[src/rtl/vc_bank.sv]
// vc_bank: NVC independent circular FIFOs sharing one write port and one
// arbitrated, registered read port. Per-channel full/empty/almost flags are
// registered from the post-update count; drops are reported as one-cycle pulses.
module vc_bank #(
  parameter int BW       = 6,
  parameter int DEPTH    = 16,
  parameter int NVC      = 2,
  parameter int TOL      = 1,
  parameter int ARB_MODE = 0
) (
  input  logic           clk,
  input  logic           reset,
  input  logic           valid_in,
  input  logic [1:0]     vc_sel,
  input  logic [BW-1:0]  data_in,
  input  logic           pop_en,
  output logic [BW-1:0]  data_out,
  output logic           valid_out,
  output logic [1:0]     vc_out,
  output logic [NVC-1:0] full,
  output logic [NVC-1:0] empty,
  output logic [NVC-1:0] almost_full,
  output logic [NVC-1:0] almost_empty,
  output logic [NVC-1:0] error_output,
  output logic           error_sel
);

  localparam int AW = $clog2(DEPTH);
  localparam int CW = AW + 1;

  logic [BW-1:0]  r_mem  [NVC][DEPTH];
  logic [AW-1:0]  r_wptr [NVC];
  logic [AW-1:0]  r_rptr [NVC];
  logic [CW-1:0]  r_cnt  [NVC];
  logic [1:0]     r_last;

  logic [NVC-1:0] w_req;
  logic [NVC-1:0] w_wr;
  logic [NVC-1:0] w_drop;
  logic [NVC-1:0] w_rd;
  logic [CW-1:0]  w_cnt_nxt [NVC];
  logic           w_bad;
  logic           w_gnt_vld;
  logic [1:0]     w_gnt;
  logic [BW-1:0]  w_head;

  // Write decode and request set; both use the count at the start of the cycle,
  // so a word written this cycle is never visible to this cycle's arbiter.
  always_comb begin
    w_bad = !reset && valid_in && (int'(vc_sel) >= NVC);
    for (int v = 0; v < NVC; v++) begin
      w_req[v]  = (r_cnt[v] != '0);
      w_wr[v]   = !reset && valid_in && (vc_sel == 2'(v)) && (r_cnt[v] != CW'(DEPTH));
      w_drop[v] = !reset && valid_in && (vc_sel == 2'(v)) && (r_cnt[v] == CW'(DEPTH));
    end
  end

  // Read arbiter: strict priority (highest index) or round robin from last_grant+1.
  // The round-robin loop runs from the farthest candidate to the nearest so the
  // nearest requester is the last (winning) assignment.
  always_comb begin
    int idx;
    idx   = 0;
    w_gnt = '0;
    if (ARB_MODE == 0) begin
      for (int v = 0; v < NVC; v++)
        if (w_req[v]) w_gnt = 2'(v);
    end else begin
      for (int k = NVC; k >= 1; k--) begin
        idx = (int'(r_last) + k) % NVC;
        if (w_req[idx]) w_gnt = 2'(idx);
      end
    end
    w_gnt_vld = !reset && pop_en && (|w_req);
    w_head    = '0;
    for (int v = 0; v < NVC; v++) begin
      w_rd[v] = w_gnt_vld && (w_gnt == 2'(v));
      if (w_gnt == 2'(v)) w_head = r_mem[v][r_rptr[v]];
    end
  end

  // Next count per channel; a simultaneous write and read cancel out.
  always_comb begin
    for (int v = 0; v < NVC; v++) begin
      case ({w_wr[v], w_rd[v]})
        2'b10:   w_cnt_nxt[v] = r_cnt[v] + CW'(1);
        2'b01:   w_cnt_nxt[v] = r_cnt[v] - CW'(1);
        default: w_cnt_nxt[v] = r_cnt[v];
      endcase
    end
  end

  // Channel control state: pointers, counts and registered flags.
  always_ff @(posedge clk) begin
    if (reset) begin
      for (int v = 0; v < NVC; v++) begin
        r_wptr[v] <= '0;
        r_rptr[v] <= '0;
        r_cnt[v]  <= '0;
      end
      full         <= '0;
      almost_full  <= '0;
      empty        <= '1;
      almost_empty <= '1;
    end else begin
      for (int v = 0; v < NVC; v++) begin
        if (w_wr[v]) r_wptr[v] <= r_wptr[v] + AW'(1);
        if (w_rd[v]) r_rptr[v] <= r_rptr[v] + AW'(1);
        r_cnt[v]        <= w_cnt_nxt[v];
        full[v]         <= (w_cnt_nxt[v] == CW'(DEPTH));
        empty[v]        <= (w_cnt_nxt[v] == '0);
        almost_full[v]  <= (w_cnt_nxt[v] >= CW'(DEPTH - TOL));
        almost_empty[v] <= (w_cnt_nxt[v] <= CW'(TOL));
      end
    end
  end

  // Storage array; not reset, stale words are unreachable once pointers clear.
  always_ff @(posedge clk) begin
    for (int v = 0; v < NVC; v++)
      if (w_wr[v]) r_mem[v][r_wptr[v]] <= data_in;
  end

  // Registered read port, round-robin history and error pulses.
  always_ff @(posedge clk) begin
    if (reset) begin
      data_out     <= '0;
      vc_out       <= '0;
      valid_out    <= 1'b0;
      r_last       <= 2'(NVC - 1);
      error_output <= '0;
      error_sel    <= 1'b0;
    end else begin
      valid_out    <= w_gnt_vld;
      error_output <= w_drop;
      error_sel    <= w_bad;
      if (w_gnt_vld) begin
        data_out <= w_head;
        vc_out   <= w_gnt;
        r_last   <= w_gnt;
      end
    end
  end

endmodule

[config.mk]
export PLATFORM = sky130hd
export DESIGN_NAME = vc_bank
export DESIGN_NICKNAME = d
export VERILOG_FILES = /design/src/rtl/vc_bank.sv
export SDC_FILE = /design/constraint.sdc
export NUM_CORES = 1
export LEC_CHECK = 0
export BUFFER_PORTS_ARGS = -buffer_cell sky130_fd_sc_hd__buf_2
export CORE_ASPECT_RATIO = 0.5
export CORE_UTILIZATION = 40
export DETAILED_ROUTE_END_ITERATION = 7
export PLACE_DENSITY = 0.66
export SLEW_MARGIN = 5
export SYNTH_ARGS = -nofsm -noshare
export SYNTH_HDL_FRONTEND = slang
export SYNTH_SLANG_ARGS = --single-unit
[constraint.sdc]
create_clock -name clk -period 4.52 [get_ports clk]
set_input_delay 1.13 -clock clk [delete_from_list [all_inputs] [get_ports clk]]
set_output_delay 1.13 -clock clk [all_outputs]
set_load 0.02 [all_outputs]
==> out/qor.yml, run 1 <==
clock_network:
  insertion_delay_ns: 0.50
  cts_setup_buffers: 0
  postCtsHoldBufs: 0
  cts.sinks: 237
  cts_buffer_depth: 3
  cts_root_buf: "clkbuf_16"
  cts_resized: 0
  path_clk_slew_ns: 0.06
  cts_buffers: 23
  cts_tree: "yes"
  h-tree-depth: 1
routing:
  viasPerCell: 5.37
  wire_per_inst_um: 20.0
  ant_nets: 0
  num_vias: 4926
  drt_iter0_drc: 358
  drc: 0
  wl_um: 18300
  drt_first_pass_iters: 4
global_routing:
  grt_pass1_wl_um: 29000
  grt_pass1_vias: 5053
  met3_usage_pct: 2.72
  grt_usage_pct: 15.1
  antenna_found_initial: 0
  busiest_layer: "met2"
  met1_usage_pct: 21.5
  use_met2_pct: 24.2
  grt_max_degree: 34
  gr-total-overflow: 0
pwr:
  vdd_drop_max_uv: 197
  p_comb_share_pct: 6.9
  power_density_nw_per_um2: 423
  power_w: 0.00461
  pwr-share-clk_pct: 39.7
  p_leak_nw: 3.69
  p_sw_w: 0.00102
  p_sw_share_pct: 22.0
  p_int_w: 0.00360
  p_seq_share_pct: 53.4
timing:
  setup_viol: 0
  relSlewSlack_pct: 31.5
  tightestPinTransition_ns: 1.03
  fin_crit_sh_pct: 78.7
  finalMaxSlewViolations: 0
  skew_ns: 0.0132
  max_freq_mhz: 281
  rsz0062_at_grt: "no"
  fin_tns_setup_ns: 0
  period_needed_ns: 3.56
  hold_violations: 0
critical_path:
  r2r-end: "almost_empty[0]$_SDFF_PP1_"
  r2r_cells: 10
  worst-endpoint-required_ns: 4.96
  cp-start-kind: "primary input"
  cp-end-kind: "flop"
  rrSetupSlack_ns: 1.30
  crit_type: "in -> reg"
  cp_max_fo: 33
  worstReg2RegStart: "r_cnt[0][1]$_SDFF_PP0_"
  worstPathArrival_ns: 4.00
finish:
  fin_area_sq_um: 10900
  drive_gt1_share_pct: 20.5
  antennaDiodeCount: 0
  num-fill-cells: 1970
  syn2layout_area_growth_pct: 12.0
  fin_util_pct: 46.8
  num-nets-final: 628
  multiInputGateArea_sq_um: 2720
  seq_area_sq_um: 6830
worst_hold_path:
  hold_class: "reg -> reg"
  min_to: "data_out[5]$_SDFFE_PP0N_"
  hold_depth: 2
  min_from: "data_out[5]$_SDFFE_PP0N_"
yosys:
  post-synth-top-count-cell: "edfxtp_1"
  synthFlopType: "edfxtp_1"
  synth_nets: 588
  ys_types: 46
  avgSynthCellArea_sq_um: 17.5
  syn_area_sq_um: 9740
  yosysSeqAreaShare_pct: 70.1
  syn_inst: 556
  netlist.area_leader.share_pct: 64.1
  synth-edff-count: 208
  ys_seq_elements: 237
  ys_async_sr_fraction_pct: 0
  ys_warn_count: 0
  yosys.area.top_type: "edfxtp_1"
  synth_area_leaders: "edfxtp_1 64%, mux4_2 9.0%, dfxtp_1 6.0%"
  synth_common_cells: "208 x edfxtp_1, 39 x mux4_2, 39 x nor2_1"
die:
  core_area_sq_um: 23300
  die_h_um: 112
  io_pins: 32
  die_w_um: 223
  rows: 39
  die_area_sq_um: 25000
  initial_core_util_pct: 41.8
flow_run:
  drv_cap: 0
place:
  place_area_sq_um: 10200
  gp_congestion: 0.846
  portBuffers: 30
  post-dp-hpwl_um: 12100
outcome:
  run_status: "finished, final reports clean"
## worst max-delay path by stage
stage | end | slack, ns | cells after the start | startpoint
finish | almost_empty[1]$_SDFF_PP1_ | 0.96 | 12 | reset
global route | empty[1]$_SDFF_PP1_ | 0.72 | 12 | reset
CTS | empty[1]$_SDFF_PP1_ | 1.02 | 12 | reset
detailed placement | empty[1]$_SDFF_PP1_ | 0.52 | 12 | reset
floorplan | almost_empty[0]$_SDFF_PP1_ | 0.94 | 11 | reset
global placement | almost_empty[1]$_SDFF_PP1_ | 0.61 | 12 | reset
## metrics by stage
step	hold WS [ns]	setup slack, ns	std cells
2_1_floorplan	0.453	0.942	556
3_5_place_dp	0.475	0.525	878
6_report	0.483	0.964	917
3_3_place_gp	0.470	0.607	878
4_1_cts	0.487	1.02	917
5_1_grt	0.506	0.719	917
## power groups by stage
stage               clock, W  combinational [W]  sequential (W)
finish               0.00183           0.000318         0.00246
global route         0.00196           0.000346         0.00247
CTS                  0.00186           0.000321         0.00246
detailed placement         0           0.000319         0.00251
global placement           0           0.000313         0.00251
floorplan                  0           0.000228         0.00249
## cell families (layout without fill, tap and decap cells)
| group | after synthesis | after routing | synth area share, % |
|---|---|---|---|
| xor gates and xnor gates | 12 | 12 | 1.08 |
| buffers and inverters | 37 | 91 | 2.02 |
| muxes | 66 | 66 | 13.5 |
| other | 1 | 1 | 0.0385 |
| AOI/OAI and AO/OA | 52 | 52 | 3.51 |
| adders and majority gates | 20 | 20 | 2.72 |
| and+or+nand+nor | 131 | 131 | 7.00 |
| DFF | 237 | 237 | 70.1 |
## area by class of cell
cell class                 instances  area share (%)
multi-input combinational        282            24.9
tap                              307            3.52
inverter                          12           0.413
sequential                       237            62.6
clock inverter                    15            1.18
clock buffer                      24            5.31
timing repair buffer              40            2.07
## sequential cells by signal, indices dropped and copies added (netlist names)
name / flops
r_rptr: 8
r_mem: 192
vc_out: 1
r_wptr: 8
valid_out: 1
error_sel: 1
almost_full: 2
almost_empty: 2
data_out: 6
error_output: 2
empty: 2
full: 2
r_cnt: 10
## cell usage in the layout (no fill, tap or decap), types with 2 or more instances in the layout
cell / instances
mux2i_1: 11
nor2_1: 39
xnor2_1: 6
nor2b_1: 5
nor4_1: 6
a31o_2: 4
mux2_2: 6
o211ai_1: 5
clkinv_2: 4
fa_1: 2
buf_2: 30
mux4_2: 39
bufinv_16: 2
inv_1: 12
a21o_1: 5
o22ai_1: 14
clkinvlp_4: 2
dfxtp_1: 29
xor2_1: 6
nand2b_1: 13
nand3_1: 4
edfxtp_1: 208
a21oi_1: 17
clkinv_1: 6
or4_1: 2
and2_1: 20
nor3b_1: 3
buf_4: 10
a2111o_1: 2
o21ai_0: 2
or2_2: 2
ha_1: 18
clkbuf_16: 23
o221ai_1: 2
nor3_1: 5
nor4bb_1: 2
nand2_1: 23
mux4_1: 10
## metal layers
metal	vias to the layer above	wire length, um
li1	2256	-
met1	2539	8260
met2	101	8810
met3	30	846
met4	0	421
met5	-	0
## worst max-delay path: stages
cell	delay [ns]
buf_2	0.09
buf_4	0.30
nand2b_1	0.31
nand2b_1	0.23
inv_1	0.06
ha_1	0.26
fa_1	0.43
a21o_1	0.18
a21oi_1	0.19
mux2i_1	0.24
xor2_1	0.35
a31o_2	0.22
No activity file was read; power rests on OpenSTA's default activity.
==> run 2, diff against run 1 <==
Settings changed: PLACE_DENSITY 0.66 to 0.68.
Clock period 4.52 ns to 3.15 ns, I/O delays scaled along.
==> run 2 against run 1 <==
- first-iteration DRC count rose by 24%
- worst hold slack got worse by 0.0063 ns
- sequential power rose by 43%
- sequential share of layout area fell by 1.0 points
- routed wire length fell by 0.77%
- final cell count rose by 3.1%
- combinational power rose by 57%
- critical path depth did not move
- final area rose by 1.7%
- register-to-register slack got worse by 1.2 ns
- flip-flop and latch count did not move
- clock power rose by 32%
- critical endpoint is now full[0]$_SDFF_PP0_
- largest cell class unchanged
- largest power group unchanged
==> out/qor.yml, run 2 (synthesis gave the netlist of run 1 again) <==
clock_network:
  cts_resized: 0  # unchanged
  path_clk_slew_ns: 0.06  # about the same
  h-tree-depth: 1  # unchanged
  cts.sinks: 237  # unchanged
  cts_buffer_depth: 3  # unchanged
  cts_buffers: 23  # unchanged
  insertion_delay_ns: 0.50  # about the same
  postCtsHoldBufs: 0  # unchanged
  cts_root_buf: "clkbuf_16"
  cts_setup_buffers: 0  # unchanged
  cts_tree: "yes"
global_routing:
  antenna_found_initial: 0  # unchanged
  gr-total-overflow: 0  # unchanged
  grt_pass1_vias: 5038  # -0.30%
  grt_max_degree: 33  # -2.9%
  grt_usage_pct: 14.9  # -0.20 points
  grt_pass1_wl_um: 28500  # -1.7%
finish:
  antennaDiodeCount: 0  # unchanged
  most-common-layout-cells: "208 x edfxtp_1, 39 x nor2_1, 39 x mux4_2, 39 x buf_4, 30 x buf_2"
  syn2layout_area_growth_pct: 13.9
  drive_gt1_share_pct: 24.6  # +4.1 points
  final_common_cell: "edfxtp_1"
  fin_area_sq_um: 11100  # +1.7%
  num-nets-final: 657  # +4.6%
  largest_reg_flops: 192  # unchanged
die:
  initial_core_util_pct: 41.8  # unchanged
  die_h_um: 112  # unchanged
  core_area_sq_um: 23300  # unchanged
  die_w_um: 223  # unchanged
  rows: 39  # unchanged
  io_pins: 32  # unchanged
  die_area_sq_um: 25000  # unchanged
critical_path:
  cp_max_fo: 5  # -85%
  cp_cell_sequence: "nor4_2, buf_4, nor2b_1, nor3_2, ha_1, buf_4, ha_1, a21o_1, a2111o_1, o221ai_1, and2_1, nor4bb_2"
  worst-endpoint-required_ns: 3.54  # -1.42 ns
  path_buf_inv: 2  # -1
  cpMaxStageDelayCell: "a2111o_1"
  crit_path_max_incr_delay_ns: 0.40  # -0.03 ns
  crit_type: "reg -> reg"
  cp_top_family: "simple AND/OR/NAND/NOR gates"
  cp-end-kind: "flop"
  worstPathArrival_ns: 3.42  # -0.58 ns
  cp-start-kind: "flop"
routing:
  drt_iter0_drc: 443  # +24%
  ant_nets: 0  # unchanged
  wire_per_inst_um: 19.3  # -3.7%
  drc: 0  # unchanged
  viasPerCell: 5.26  # -2.0%
  wl_um: 18200  # -0.77%
  num_vias: 4973  # +0.95%
  drt_first_pass_iters: 4  # unchanged
place:
  portBuffers: 30  # unchanged
  gp_congestion: 0.833  # -1.6%
  post-dp-hpwl_um: 12300  # +1.7%
  place_area_sq_um: 10400  # +2.2%
timing:
  fin_tns_setup_ns: 0  # unchanged
  skew_ns: 0.0147  # +0.00144 ns
  hold_violations: 0  # unchanged
  tightestPinTransition_ns: 0.694  # -0.333 ns
  relSlewSlack_pct: 53.8  # +22 points
  period_needed_ns: 3.03
  finalMaxSlewViolations: 0  # unchanged
  max_freq_mhz: 330
  fin_crit_sh_pct: 96.1
  rsz0062_at_grt: "no"
  setup_viol: 0  # unchanged
pwr:
  power_density_nw_per_um2: 580  # +37%
  p_int_w: 0.00502  # +40%
  pwr-share-clk_pct: 37.5  # -2.2 points
  p_comb_share_pct: 7.8  # +0.9 points
  p_seq_share_pct: 54.8  # +1.4 points
  p_sw_share_pct: 21.9  # -0.13 points
  vdd_drop_max_uv: 282  # +43%
  p_sw_w: 0.00141  # +39%
  p_leak_nw: 3.81  # +3.1%
worst_hold_path:
  hold_class: "reg -> reg"
outcome:
  run_status: "finished, final reports clean"
flow_run:
  drv_cap: 0  # unchanged
-- run 2: cell types whose count changed in the layout (fill, tap and decap cells not counted), sizes merged --
cell / change
buf: +29
bufinv: -2
clkbuf: +2
clkinv: -2
clkinvlp: +1
-- run 2: tightest hold or removal path, stage by stage, from the launching register on --
cell	delay, ns
dfxtp_1	0.31
nand3b_1	0.08
nand2_1	0.05
-- run 2: layout make-up --
| class | count | area [sq um] |
|---|---|---|
| flip-flops and latches | 237 | 6830 |
| fillers | 1939 | 12200 |
| well taps | 307 | 384 |
| multi-input cells | 282 | 2740 |
| repair buffers | 69 | 443 |
| clock buffers | 26 | 587 |
| inverters | 12 | 45.0 |
| clock inverters | 12 | 63.8 |
-- run 2: worst paths after layout --
kind,startpoint,endpoint,slack (ns),cells after the start
max,r_cnt[0][1]$_SDFF_PP0_,full[0]$_SDFF_PP0_,0.12,12
min,vc_out[0]$_SDFFE_PP0N_,vc_out[0]$_SDFFE_PP0N_,0.48,2
max reg2reg,r_cnt[0][1]$_SDFF_PP0_,full[0]$_SDFF_PP0_,0.12,12
min reg2reg,vc_out[0]$_SDFFE_PP0N_,vc_out[0]$_SDFFE_PP0N_,0.48,2
-- run 2: power by group through the flow --
stage | combinational (W) | clock, W | sequential (W)
finish | 0.000500 | 0.00241 | 0.00352
global route | 0.000542 | 0.00256 | 0.00352
CTS | 0.000502 | 0.00246 | 0.00352
detailed placement | 0.000499 | 0 | 0.00359
global placement | 0.000490 | 0 | 0.00358
floorplan | 0.000328 | 0 | 0.00358
-- run 2: per-stage QoR --
stage	power (W)	cells	hold slack (ns)	util (%)	setup slack [ns]
after floorplan	0.00390	556	0.456	-	0.0140
after global placement	0.00407	907	0.459	44.7	-0.218
after detailed placement	0.00408	907	0.466	44.7	-0.286
after CTS	0.00648	945	0.479	47.5	0.0851
after global routing	0.00662	945	0.503	47.5	0.00680
final	0.00643	945	0.477	47.5	0.123
-- run 2: per-layer routing --
metal	routed length, um	track usage [%]	share of wire (%)
met1	8280	20.9	46
met2	8700	24.3	48
met3	804	2.12	4.4
met4	404	4.83	2.2
met5	0	0	0
